<file path="src/rtl/exec_seq_pkg.sv">
// exec_seq_pkg: opcode, state and functional-unit encodings shared by the sequencer
package exec_seq_pkg;
  typedef enum logic [3:0] {
    OP_ADD = 4'd0,
    OP_SUB = 4'd1,
    OP_XOR = 4'd2,
    OP_RED = 4'd3,
    OP_SLL = 4'd4,
    OP_SRA = 4'd5,
    OP_ROR = 4'd6
  } op_e;
  typedef enum logic [1:0] {S_IDLE, S_READ, S_EXEC, S_WB} state_e;
  typedef enum logic [1:0] {SEL_ADDSUB, SEL_XOR, SEL_RED, SEL_SHIFT} sel_e;
  typedef enum logic [1:0] {MODE_SLL, MODE_SRA, MODE_ROR} mode_e;
  localparam logic [2:0] FM_ALL  = 3'b111;
  localparam logic [2:0] FM_Z    = 3'b100;
  localparam logic [2:0] FM_NONE = 3'b000;
endpackage

</file>
<file path="src/rtl/exec_decode.sv">
// exec_decode: opcode to functional-unit controls, flag-update mask {Z,V,N} and illegal flag
module exec_decode
  import exec_seq_pkg::*;
(
  input  logic [3:0] op_i,
  output logic [1:0] sel_o,
  output logic       sub_o,
  output logic [1:0] mode_o,
  output logic [2:0] fmask_o,
  output logic       illegal_o
);
  logic as;
  always_comb begin
    as        = op_i == OP_ADD || op_i == OP_SUB;
    illegal_o = op_i > OP_ROR;
    sel_o     = as ? SEL_ADDSUB : op_i == OP_XOR ? SEL_XOR : op_i == OP_RED ? SEL_RED :
                illegal_o ? SEL_ADDSUB : SEL_SHIFT;
    sub_o     = op_i == OP_SUB;
    mode_o    = op_i == OP_SRA ? MODE_SRA : op_i == OP_ROR ? MODE_ROR : MODE_SLL;
    fmask_o   = illegal_o ? FM_NONE : as ? FM_ALL : op_i == OP_RED ? FM_NONE : FM_Z;
  end
endmodule

</file>
<file path="src/rtl/exec_seq.sv">
// exec_seq: four-state read/execute/writeback sequencer driving a register file and functional unit
module exec_seq
  import exec_seq_pkg::*;
(
  input  logic        clk,
  input  logic        rst_n,
  input  logic        cmd_valid,
  output logic        cmd_ready,
  input  logic [3:0]  cmd_op,
  input  logic [3:0]  cmd_rd,
  input  logic [3:0]  cmd_rs,
  input  logic [3:0]  cmd_rt,
  input  logic [3:0]  cmd_imm,
  output logic [3:0]  rf_src1,
  output logic [3:0]  rf_src2,
  input  logic [15:0] rf_data1,
  input  logic [15:0] rf_data2,
  output logic        rf_wen,
  output logic [3:0]  rf_dst,
  output logic [15:0] rf_wdata,
  output logic [15:0] fu_a,
  output logic [15:0] fu_b,
  output logic [1:0]  fu_sel,
  output logic        fu_sub,
  output logic [1:0]  fu_mode,
  input  logic [15:0] fu_result,
  input  logic        fu_ovfl,
  output logic [2:0]  flags,
  output logic        busy,
  output logic        done,
  output logic        err
);
  state_e      state_q, state_d;
  logic [3:0]  op_q, rd_q, rs_q, rt_q, imm_q, dec_op;
  logic [15:0] opa_q, opb_q, res_q;
  logic        ovfl_q, err_q, accept, ex, wb;
  logic [2:0]  flags_q, flags_d, fmask;
  logic [1:0]  sel, mode;
  logic        sub, illegal;
  assign dec_op = state_q == S_IDLE ? cmd_op : op_q;
  exec_decode u_dec (
    .op_i     (dec_op),
    .sel_o    (sel),
    .sub_o    (sub),
    .mode_o   (mode),
    .fmask_o  (fmask),
    .illegal_o(illegal)
  );
  always_comb begin
    cmd_ready = rst_n && state_q == S_IDLE;
    accept    = cmd_valid && cmd_ready;
    ex        = state_q == S_EXEC;
    wb        = state_q == S_WB;
    state_d   = state_q == S_IDLE ? (accept && !illegal ? S_READ : S_IDLE) :
                state_q == S_READ ? S_EXEC : state_q == S_EXEC ? S_WB : S_IDLE;
    flags_d   = wb ? {fmask[2] ? res_q == 16'h0 : flags_q[2],
                      fmask[1] ? ovfl_q : flags_q[1],
                      fmask[0] ? res_q[15] : flags_q[0]} : flags_q;
    busy      = state_q != S_IDLE;
    rf_src1   = state_q == S_READ ? rs_q : 4'd0;
    rf_src2   = state_q == S_READ ? rt_q : 4'd0;
    fu_a      = ex ? opa_q : 16'h0;
    fu_b      = ex ? (sel == SEL_SHIFT ? {12'h0, imm_q} : opb_q) : 16'h0;
    fu_sel    = ex ? sel : 2'd0;
    fu_sub    = ex && sub;
    fu_mode   = ex ? mode : 2'd0;
    rf_wen    = wb && rd_q != 4'd0;
    rf_dst    = wb ? rd_q : 4'd0;
    rf_wdata  = wb ? res_q : 16'h0;
    done      = wb;
    err       = err_q;
    flags     = flags_q;
  end
  always_ff @(posedge clk or negedge rst_n) begin
    if (!rst_n) begin
      state_q <= S_IDLE;
      {op_q, rd_q, rs_q, rt_q, imm_q} <= '0;
      {opa_q, opb_q, res_q, ovfl_q} <= '0;
      flags_q <= '0;
      err_q   <= 1'b0;
    end else begin
      state_q <= state_d;
      flags_q <= flags_d;
      err_q   <= accept && illegal;
      if (accept) {op_q, rd_q, rs_q, rt_q, imm_q} <= {cmd_op, cmd_rd, cmd_rs, cmd_rt, cmd_imm};
      if (state_q == S_READ) {opa_q, opb_q} <= {rf_data1, rf_data2};
      if (ex) {res_q, ovfl_q} <= {fu_result, fu_ovfl};
    end
  end
endmodule

</file>
<file path="config.mk">
export PLATFORM = sky130hd
export DESIGN_NAME = exec_seq
export DESIGN_NICKNAME = d
export VERILOG_FILES = /design/src/rtl/exec_seq_pkg.sv /design/src/rtl/exec_decode.sv /design/src/rtl/exec_seq.sv
export SDC_FILE = /design/constraint.sdc
export NUM_CORES = 1
export LEC_CHECK = 0
export ABC_CLOCK_PERIOD_IN_PS = 2100
export CORE_MARGIN = 3
export CORE_UTILIZATION = 35
export DETAILED_ROUTE_END_ITERATION = 12
export PLACE_DENSITY = 0.71
export SLEW_MARGIN = 25
export SYNTH_ARGS = -nofsm -noshare
export SYNTH_HDL_FRONTEND = slang
export SYNTH_SLANG_ARGS = --single-unit
</file>
<file path="constraint.sdc">
create_clock -name clk -period 2.1 [get_ports clk]
set_input_delay 0.42 -clock clk [delete_from_list [all_inputs] [get_ports clk]]
set_output_delay 0.42 -clock clk [all_outputs]
set_load 0.02 [all_outputs]
</file>
* After elaboration in Yosys (flattened, before gate mapping) *
Cells that the tools add are included.
W data, S select, Z words.

word-level totals
  logic and storage cells = 63
  flip-flop bits (word level) = 75
  output and inout port bits = 73
  input bits = 72

operators by class
  reductions and logical operators = 16
  eq/ne operators = 9
  multiplexer cells = 23
  magnitude comparators = 1

operator list
  kind                  number
  $mux W16              4
  $mux W2               11
  $logic_not A16 Y1     1
  $mux W4               4
  $mux W3               3
  $eq A4 B2 Y1 const B  2
  $eq A4 B3 Y1 const B  2
  $eq A2 B2 Y1 const B  3
  $logic_and A1 B1 Y1   6
  $reduce_and A2 Y1     3
  $eq A4 B1 Y1 const B  1
  $gt A4 B3 Y1 const B  1
  $logic_not A4 Y1      1
  $reduce_bool A4 Y1    1
  $eq A2 B1 Y1 const B  1
  $logic_not A2 Y1      1
  $reduce_bool A2 Y1    1
  $logic_not A1 Y1      1
  $logic_or A1 B1 Y1    1
  $mux W1               1

* Longest topological paths before layout *
Gate-level depths: netlist of run 1.

  word-level depth = 10
  depth in mapped cells = 7
  depth with buffers taken out = 5

* Modules after synthesis *
From an unflattened synthesis of run 1, not the netlist that was laid out.

unflattened totals
  cells, all modules = 275
  area, all modules = 3,574.7 µm²

modules (own cells, without submodules)
  module       area an instance (µm²)  instances  cells an instance  sequential area each (µm²)
  exec_seq     3,479.6                 1          261                1,876.8
  exec_decode  95.1                    1          14                 0.0

* Worst setup path before layout of run 1 *
No wires, ideal clock.

  path kind = reg2out
  start = register state_q[0]
  end = output fu_sel[0]
  data arrival time = 1.851 ns
  buffers on the path = 1
  data required time = 1.680 ns
  slack = -0.171 ns
  stages on the path, launching flop included = 7
  cells stage by stage = dfrtp_1 > inv_1 > ha_1 > buf_6 > mux2i_1 > nand2_1 > a211oi_1

on the way
  longest elaborated chain between the ends = 8
  elaborated cells on any way between the ends = 14
  classes of those cells = order compare (1); eq/ne (4); mux (6); reduce/logical (3)

ends and longest elaborated chain
  element                 RTL line           text
  start, declared         exec_seq.sv:33     state_e state_q, state_d;
  start signal, assigned  exec_seq.sv:82     state_q <= state_d;
  $logic_not A2 Y1        exec_seq.sv:40     assign dec_op = state_q == S_IDLE ? cmd_op : op_q;
  $mux W4                 exec_seq.sv:40
  $gt A4 B3 Y1            exec_decode.sv:15  illegal_o = op_i > OP_ROR;
  $mux W2                 exec_decode.sv:17  illegal_o ? SEL_ADDSUB : SEL_SHIFT;
  $mux W2 (3 in series)   exec_decode.sv:16  sel_o = as ? SEL_ADDSUB : op_i == OP_XOR ? SEL_XOR : op_i == OP_RED ? SEL_RED :
  $mux W2 *               exec_seq.sv:64     fu_sel = ex ? sel : 2'd0;
  end, declared           exec_seq.sv:23     output logic [1:0] fu_sel,

Mark *: on every way between the ends. The rest lies on a longest branch, timed or not.

* Final worst setup path of run 1 *
  start = register state_q[0]
  end = output fu_b[2]

on the way
  longest elaborated chain between the ends = 10
  elaborated cells on any way between the ends = 16
  classes of those cells = order compare (1); eq/ne (5); mux (7); reduce/logical (3)

ends and longest elaborated chain
  element                RTL line           text
  $logic_not A2 Y1       exec_seq.sv:40
  $mux W4                exec_seq.sv:40
  $gt A4 B3 Y1           exec_decode.sv:15
  $mux W2                exec_decode.sv:17
  $mux W2 (3 in series)  exec_decode.sv:16
  $eq A2 B2 Y1           exec_seq.sv:63     fu_b = ex ? (sel == SEL_SHIFT ? {12'h0, imm_q} : opb_q) : 16'h0;
  $mux W16               exec_seq.sv:63
  $mux W16 *             exec_seq.sv:63
  end, declared          exec_seq.sv:22     output logic [15:0] fu_b,

Marked as above.

==> results.py, run 1 <==
metrics = {
    "grt": {
        "grt_max_degree": 76,
        "grtUsageTotal_pct": 16.2,
        "antenna_found_initial": 0,
        "grt.overflow.total": 0,
        "grt_pass1_vias": 3039,
        "grt_pass1_wl_mm": 15.1,
    },
    "logic_synthesis": {
        "ys_seq_area_share_pct": 50.8,
        "yosysWarnings": 0,
        "synthCells": 281,
        "avgSynthCellArea_sq_um": 13.1,
        "ys_types": 37,
        "netlist_area_sq_um": 3690,
        "synth_fp_nets": 357,
        "ys_ff_latch": 75,
    },
    "routing": {
        "wl_per_cell_um": 15.8,
        "drt_pass1_iterations": 4,
        "wirelength_mm": 9.56,
        "via_count": 2848,
        "ant_nets": 0,
        "vias_per_cell": 4.71,
        "drc": 0,
        "drtIter0Drc": 63,
    },
    "critical_path": {
        "worst-setup-path-type": "reg -> out",
        "critPathMaxFanout": 8,
        "startpoint_type": "flop",
        "required_ns": 1.68,
        "endpoint_kind": "output pin",
        "cp.arrival_ns": 2.11,
    },
    "die": {
        "die_y_um": 109,
        "core-area_sq_um": 10000,
        "io-pin-count": 145,
        "start_util_pct": 36.9,
        "num_rows": 36,
        "die_area_sq_um": 11800,
        "die_w_um": 109,
    },
    "outcome": {
        "run_status": "finished, violations left",
        "violations": "negative setup slack",
    },
    "finish": {
        "multi_input_area_sq_um": 1870,
        "postLayoutCoreUtil_pct": 58.3,
        "fin_area_sq_um": 5830,
        "drive_above_1_share_pct": 52.8,
        "n_fill_cell": 885,
        "layout.nets": 543,
        "ff_latch_area_sq_um": 1880,
        "diodes": 0,
        "syn2layout_area_growth_pct": 57.8,
    },
    "sta": {
        "setup-violations-final": 32,
        "finClkSkew_ns": 0.00794,
        "period_needed_ns": 2.53,
        "slew-limit-headroom_pct": 54.6,
        "hold_viol_final": 0,
        "rsz0062_at_grt": "true",
        "maxSlewViolCount": 0,
        "tightest_slew_ns": 0.681,
        "fin_crit_sh_pct": 121,
        "fmax_mhz": 395,
        "setup_ws_ns": -0.432,
    },
    "clocking": {
        "cts.htree.levels": 3,
        "root_buffer": "clkbuf_8",
        "cts_tree": "built",
        "path_clk_slew_ns": 0.08,
        "cts_buffers": 9,
        "clock_sinks": 75,
        "clockBufferDepth": 2,
        "clock_latency_ns": 0.34,
    },
    "placed_design": {
        "io_buffers": 144,
        "postPlaceCellArea_sq_um": 5570,
        "routabilityCongestion": 0.798,
        "hpwlAfterDp_mm": 6.84,
    },
    "job": {
        "drv_cap": 0,
    },
    "power": {
        "p_leak_nw": 2.56,
        "peakVddDrop_v": 0.000749,
        "power_density_nw_per_um2": 1530,
    },
    "worst_hold_path": {
        "hp-class": "in -> async",
    },
}
## worst paths after layout
kind / from / to / slack, ns / depth (start not counted)
max: state_q[0] / fu_b[2] / -0.43 / 7
max in group asynchronous: rst_n / opa_q[4] / 1.39 / 2
min reg2reg: ovfl_q / flags[1] / 0.48 / 1
max reg2reg: state_q[0] / flags[0] / 0.19 / 8
min: rst_n / res_q[3] / 0.25 / 2
min in group clk: ovfl_q / flags[1] / 0.48 / 1
## cells in the final DEF (no fill, tap or decap), drive strengths merged, types with 5 or more instances in the layout
cell,count
and2,45
mux2,73
nand2,10
dfrtp,75
nor2,5
nor3b,14
buf,102
clkbuf,19
inv,6
mux2i,9
clkdlybuf4s50,74
## synthesized netlist by cell type, drive strengths merged
library cell  count  share of area [%]
a211o             1               0.24
a211oi            1               0.20
a21o              1               0.20
a21oi             2               0.27
a2bb2oi           1               0.71
a311oi            1               0.24
and2             45                7.7
and3              1               0.17
and3b             1               0.27
buf              10                1.9
clkbuf            6               0.61
dfrtp            75                 51
ha                4                1.4
inv               5               0.51
mux2             73                 22
mux2i             9                2.8
nand2            10                1.0
nand3             4               0.88
nand4             1               0.17
nand4b            1               0.24
nand4bb           1               0.44
nor2              5               0.51
nor3              1               0.27
nor3b            14                4.5
nor4              4               0.68
o211ai            2               0.54
o221ai            1               0.24
o41a              1               0.30
## metal layers
metal  up-vias  global-route usage [%]  part of all wire [%]
met5         -                       0                     0
met4         0                    3.79                  0.73
met3         7                    4.32                   5.6
met2        83                    27.4                    51
met1      1398                    20.9                    42
li1       1360                       -                     -
## where the power goes
part           leakage [nW]  internal, W  switching (W)  total (W)
Sequential            0.884      0.00218       0.000407    0.00258
Combinational          1.58      0.00287        0.00233    0.00520
Clock                0.0987     0.000581       0.000544    0.00113
## metrics by stage
| stage | hold slack (ns) | TNS [ns] | total power [W] | worst slack (ns) | instances |
|---|---|---|---|---|---|
| floorplan | 0.124 | -0.322 | 0.00533 | -0.107 | 281 |
| global placement | 0.460 | -13.17 | 0.00736 | -0.721 | 580 |
| detailed placement | 0.471 | -13.49 | 0.00748 | -0.742 | 580 |
| CTS | 0.395 | -7.96 | 0.00862 | -0.467 | 600 |
| global route | 0.291 | -10.70 | 0.00951 | -0.520 | 605 |
| finish | 0.248 | -7.53 | 0.00891 | -0.432 | 605 |
## critical path: stages, from the launching register on
cell and delay [ns]:
dfrtp_1 0.40, inv_2 0.09, ha_4 0.20, mux2_4 0.35
a2bb2oi_4 0.19, buf_12 0.17, mux2i_4 0.24, buf_6 0.14
## cell families after synthesis
kind of cell	after synthesis	share of synthesized area, %
DFF	75	50.8
buffers and inverters	21	3.01
adders and majority gates	4	1.35
and+or+nand+nor	88	16.8
AOI/OAI and AO/OA	11	2.95
muxes	82	25.1
## layout make-up
cell class	count	share of cell area, %
Clock buffer	10	2.36
Clock inverter	6	1.09
Inverter	5	0.322
Multi-Input combinational cell	185	32.0
Sequential cell	75	32.2
Tap cell	133	2.85
Timing Repair Buffer	191	29.1
## state kept, by name, summed over array words and instances (netlist names), 2 cells and up
| register | flops |
|---|---|
| opa_q | 16 |
| opb_q | 16 |
| res_q | 16 |
| imm_q | 4 |
| op_q | 4 |
| rd_q | 4 |
| rs_q | 4 |
| rt_q | 4 |
| flags | 3 |
| state_q | 2 |
## timing repair
item	CTS	global route
gates resized for setup	265	84
endpoints found under the setup margin	69	51
pin swaps	7	9
endpoints found under the hold margin	0	0
gates cloned	1	0
buffers inserted	3	6
hold buffers	0	0
(Power assumes the default switching activity.)
==> inputs of run 2 (changes only) <==
--- a/config.mk
+++ b/config.mk
@@ -5,10 +5,12 @@
 export SDC_FILE = /design/constraint.sdc
 export NUM_CORES = 1
 export LEC_CHECK = 0
+export ABC_AREA = 1
 export ABC_CLOCK_PERIOD_IN_PS = 2100
 export CORE_MARGIN = 3
 export CORE_UTILIZATION = 35
 export DETAILED_ROUTE_END_ITERATION = 12
+export GPL_ROUTABILITY_DRIVEN = 0
 export PLACE_DENSITY = 0.71
 export SLEW_MARGIN = 25
 export SYNTH_ARGS = -nofsm -noshare
==> results.py, run 2 <==
metrics = {
    "grt": {
        "antenna_found_initial": 0,
        "grt.overflow.total": 0,
        "grt_pass1_vias": 3413,
        "grtUsageTotal_pct": 17.6,
        "grt_max_degree": 76,
        "grt_pass1_wl_mm": 16.5,
    },
    "finish": {
        "syn2layout_area_growth_pct": 57.0,
        "postLayoutCoreUtil_pct": 58.0,
        "mostFrequentLayoutCell": "nand2_1",
        "fin_area_sq_um": 5830,
        "layout_common_cells": "nand2_1, dfrtp_1, clkdlybuf4s50_1",
        "layout.nets": 704,
        "drive_above_1_share_pct": 30.9,
        "diodes": 0,
    },
    "logic_synthesis": {
        "ys_ff_latch": 75,
        "synth_flop_cell": "dfrtp_1",
        "yosysWarnings": 0,
        "avgSynthCellArea_sq_um": 8.25,
        "ys_types": 23,
        "synth_fp_nets": 526,
        "synthTopCellsByArea": "dfrtp_1, nand2_1, inv_1, mux2_2, o21ai_0",
        "synthCells": 450,
        "yosys.area.top_type": "dfrtp_1",
        "yosysTopAreaCellShare_pct": 50.5,
        "yosysMostFrequentCell": "nand2_1",
        "synthArstFlopShare_pct": 100,
        "ys_top_cells_by_count": "nand2_1, dfrtp_1, inv_1, o21ai_0, mux2_2",
        "synth-edff-count": 0,
        "netlist_area_sq_um": 3710,
        "ys_seq_area_share_pct": 50.5,
    },
    "sta": {
        "finClkSkew_ns": 0.00887,
        "setup_ws_ns": -0.283,
        "maxSlewViolCount": 0,
        "period_needed_ns": 2.38,
        "slew-limit-headroom_pct": 55.2,
        "rsz0062_at_grt": "true",
        "hold_viol_final": 0,
        "setup-violations-final": 21,
        "tightest_slew_ns": 0.671,
        "fin_crit_sh_pct": 113,
        "fmax_mhz": 420,
        "tns_ns": -4.42,
        "timing.hold.ws_ns": 0.203,
    },
    "critical_path": {
        "required_ns": 1.68,
        "critPathMaxFanout": 8,
        "cp.arrival_ns": 1.96,
        "startpoint_type": "flop",
        "worst-setup-path-type": "reg -> out",
        "endpoint_kind": "output pin",
    },
    "clocking": {
        "ctsHoldBuffers": 0,
        "cts.htree.levels": 3,
        "root_buffer": "clkbuf_8",
        "clockBufferDepth": 2,
        "path_clk_slew_ns": 0.08,
        "cts_buffers": 9,
        "clock_sinks": 75,
        "cts_tree": "built",
        "clock_latency_ns": 0.34,
    },
    "power": {
        "pwr-share-clk_pct": 13.0,
        "seqPwrFrac_pct": 27.5,
        "power.internal_w": 0.00534,
        "finalPower_w": 0.00932,
        "p_sw_share_pct": 42.6,
        "peakVddDrop_v": 0.000845,
        "p_leak_nw": 3.11,
        "power_density_nw_per_um2": 1600,
        "combPwrFrac_pct": 59.5,
        "p_sw_w": 0.00397,
    },
    "die": {
        "start_util_pct": 37.0,
        "die_area_sq_um": 11900,
        "io-pin-count": 145,
        "die_y_um": 109,
        "num_rows": 36,
        "die_w_um": 109,
        "core-area_sq_um": 10000,
    },
    "routing": {
        "vias_per_cell": 4.39,
        "drt_pass1_iterations": 5,
        "ant_nets": 0,
        "wl_per_cell_um": 13.4,
        "highest_layer": "met4",
        "wl_met3_um": 721,
        "via_count": 3355,
        "met2_length_mm": 5.08,
        "drt-met1-wl_mm": 4.38,
        "drtIter0Drc": 177,
        "wirelength_mm": 10.3,
        "drc": 0,
    },
    "outcome": {
        "violations": "negative setup slack",
        "run_status": "finished, violations left",
    },
    "placed_design": {
        "postPlaceCellArea_sq_um": 5440,
        "hpwlAfterDp_mm": 7.21,
        "io_buffers": 144,
    },
    "job": {
        "drv_cap": 0,
    },
    "worst_hold_path": {
        "hp-class": "in -> async",
    },
}
run 2: changes by cell type in the layout (fill, tap and decap cells not counted), sizes merged, moves of 3 or more:
cell    before  now
mux2i        9    0
clkbuf      19   54
nor3b       14    0
nand3        4   10
o21ai        0   25
a21oi        2    5
nand2       10  187
buf        102   65
and2        45    0
nor2         5   26
mux2        73   20
inv          6   77
run 2: cell families after synthesis:
logic type	share of synthesized area [%]
and+or+nand+nor	27.2
buffers and inverters	10.7
DFF	50.5
AOI/OAI and AO/OA	4.14
muxes	6.06
adders and majority gates	1.35
run 2: path summary, 6_finish.rpt:
path | startpoint | end | slack (ns) | depth (start not counted)
worst max-delay path | state_q[0] | fu_b[2] | -0.28 | 10
worst min-delay path | rst_n | flags[0] | 0.20 | 2
worst max register to register | state_q[1] | opa_q[11] | 0.28 | 6
worst min register to register | ovfl_q | ovfl_q | 0.48 | 2
max in group asynchronous | rst_n | opa_q[4] | 1.43 | 2
min in group clk | ovfl_q | ovfl_q | 0.48 | 2
run 2: metrics by stage:
| step | instances | worst slack (ns) |
|---|---|---|
| after floorplan | 450 | 0.0111 |
| after global placement | 734 | -0.585 |
| after detailed placement | 734 | -0.591 |
| after CTS | 758 | -0.297 |
| after global routing | 765 | -0.400 |
| final | 765 | -0.283 |
run 2: final cells by class:
class	count	area, sq um
Clock buffer	11	141
Clock inverter	4	73.8
Fill cell	921	4210
Inverter	77	300
Multi-Input combinational cell	280	1640
Sequential cell	75	1880
Tap cell	133	166
Timing Repair Buffer	185	1630
run 2: metal layers:
layer  vias to the layer above  GRT usage (%)
li1                       1702              -
met1                      1556           23.3
met2                        88           28.7
met3                         9           4.26
met4                         0           5.23
met5                         -              0
run 2: critical path, stage by stage, from the launching register on:
cell	delay, ns
dfrtp_1	0.40
inv_2	0.08
ha_4	0.23
nand2_1	0.11
nand2_4	0.12
nor2_8	0.07
nand2_8	0.11
buf_6	0.12
nand2_2	0.06
a21oi_4	0.18
buf_6	0.14
run 2: power groups by stage:
| stage | Sequential [W] | Clock [W] | Combinational, W |
|---|---|---|---|
| after floorplan | 0.00250 | 0 | 0.00283 |
| after global routing | 0.00264 | 0.00132 | 0.00607 |
| final | 0.00256 | 0.00121 | 0.00555 |
| after CTS | 0.00255 | 0.00125 | 0.00530 |
| after global placement | 0.00254 | 0 | 0.00464 |
| after detailed placement | 0.00256 | 0 | 0.00476 |
run 2: timing repair:
action	4_1_cts	5_1_grt
pin swaps	9	5
buffers inserted	9	7
setup endpoints to repair	69	59
gates cloned	1	0
gates resized for setup	228	83
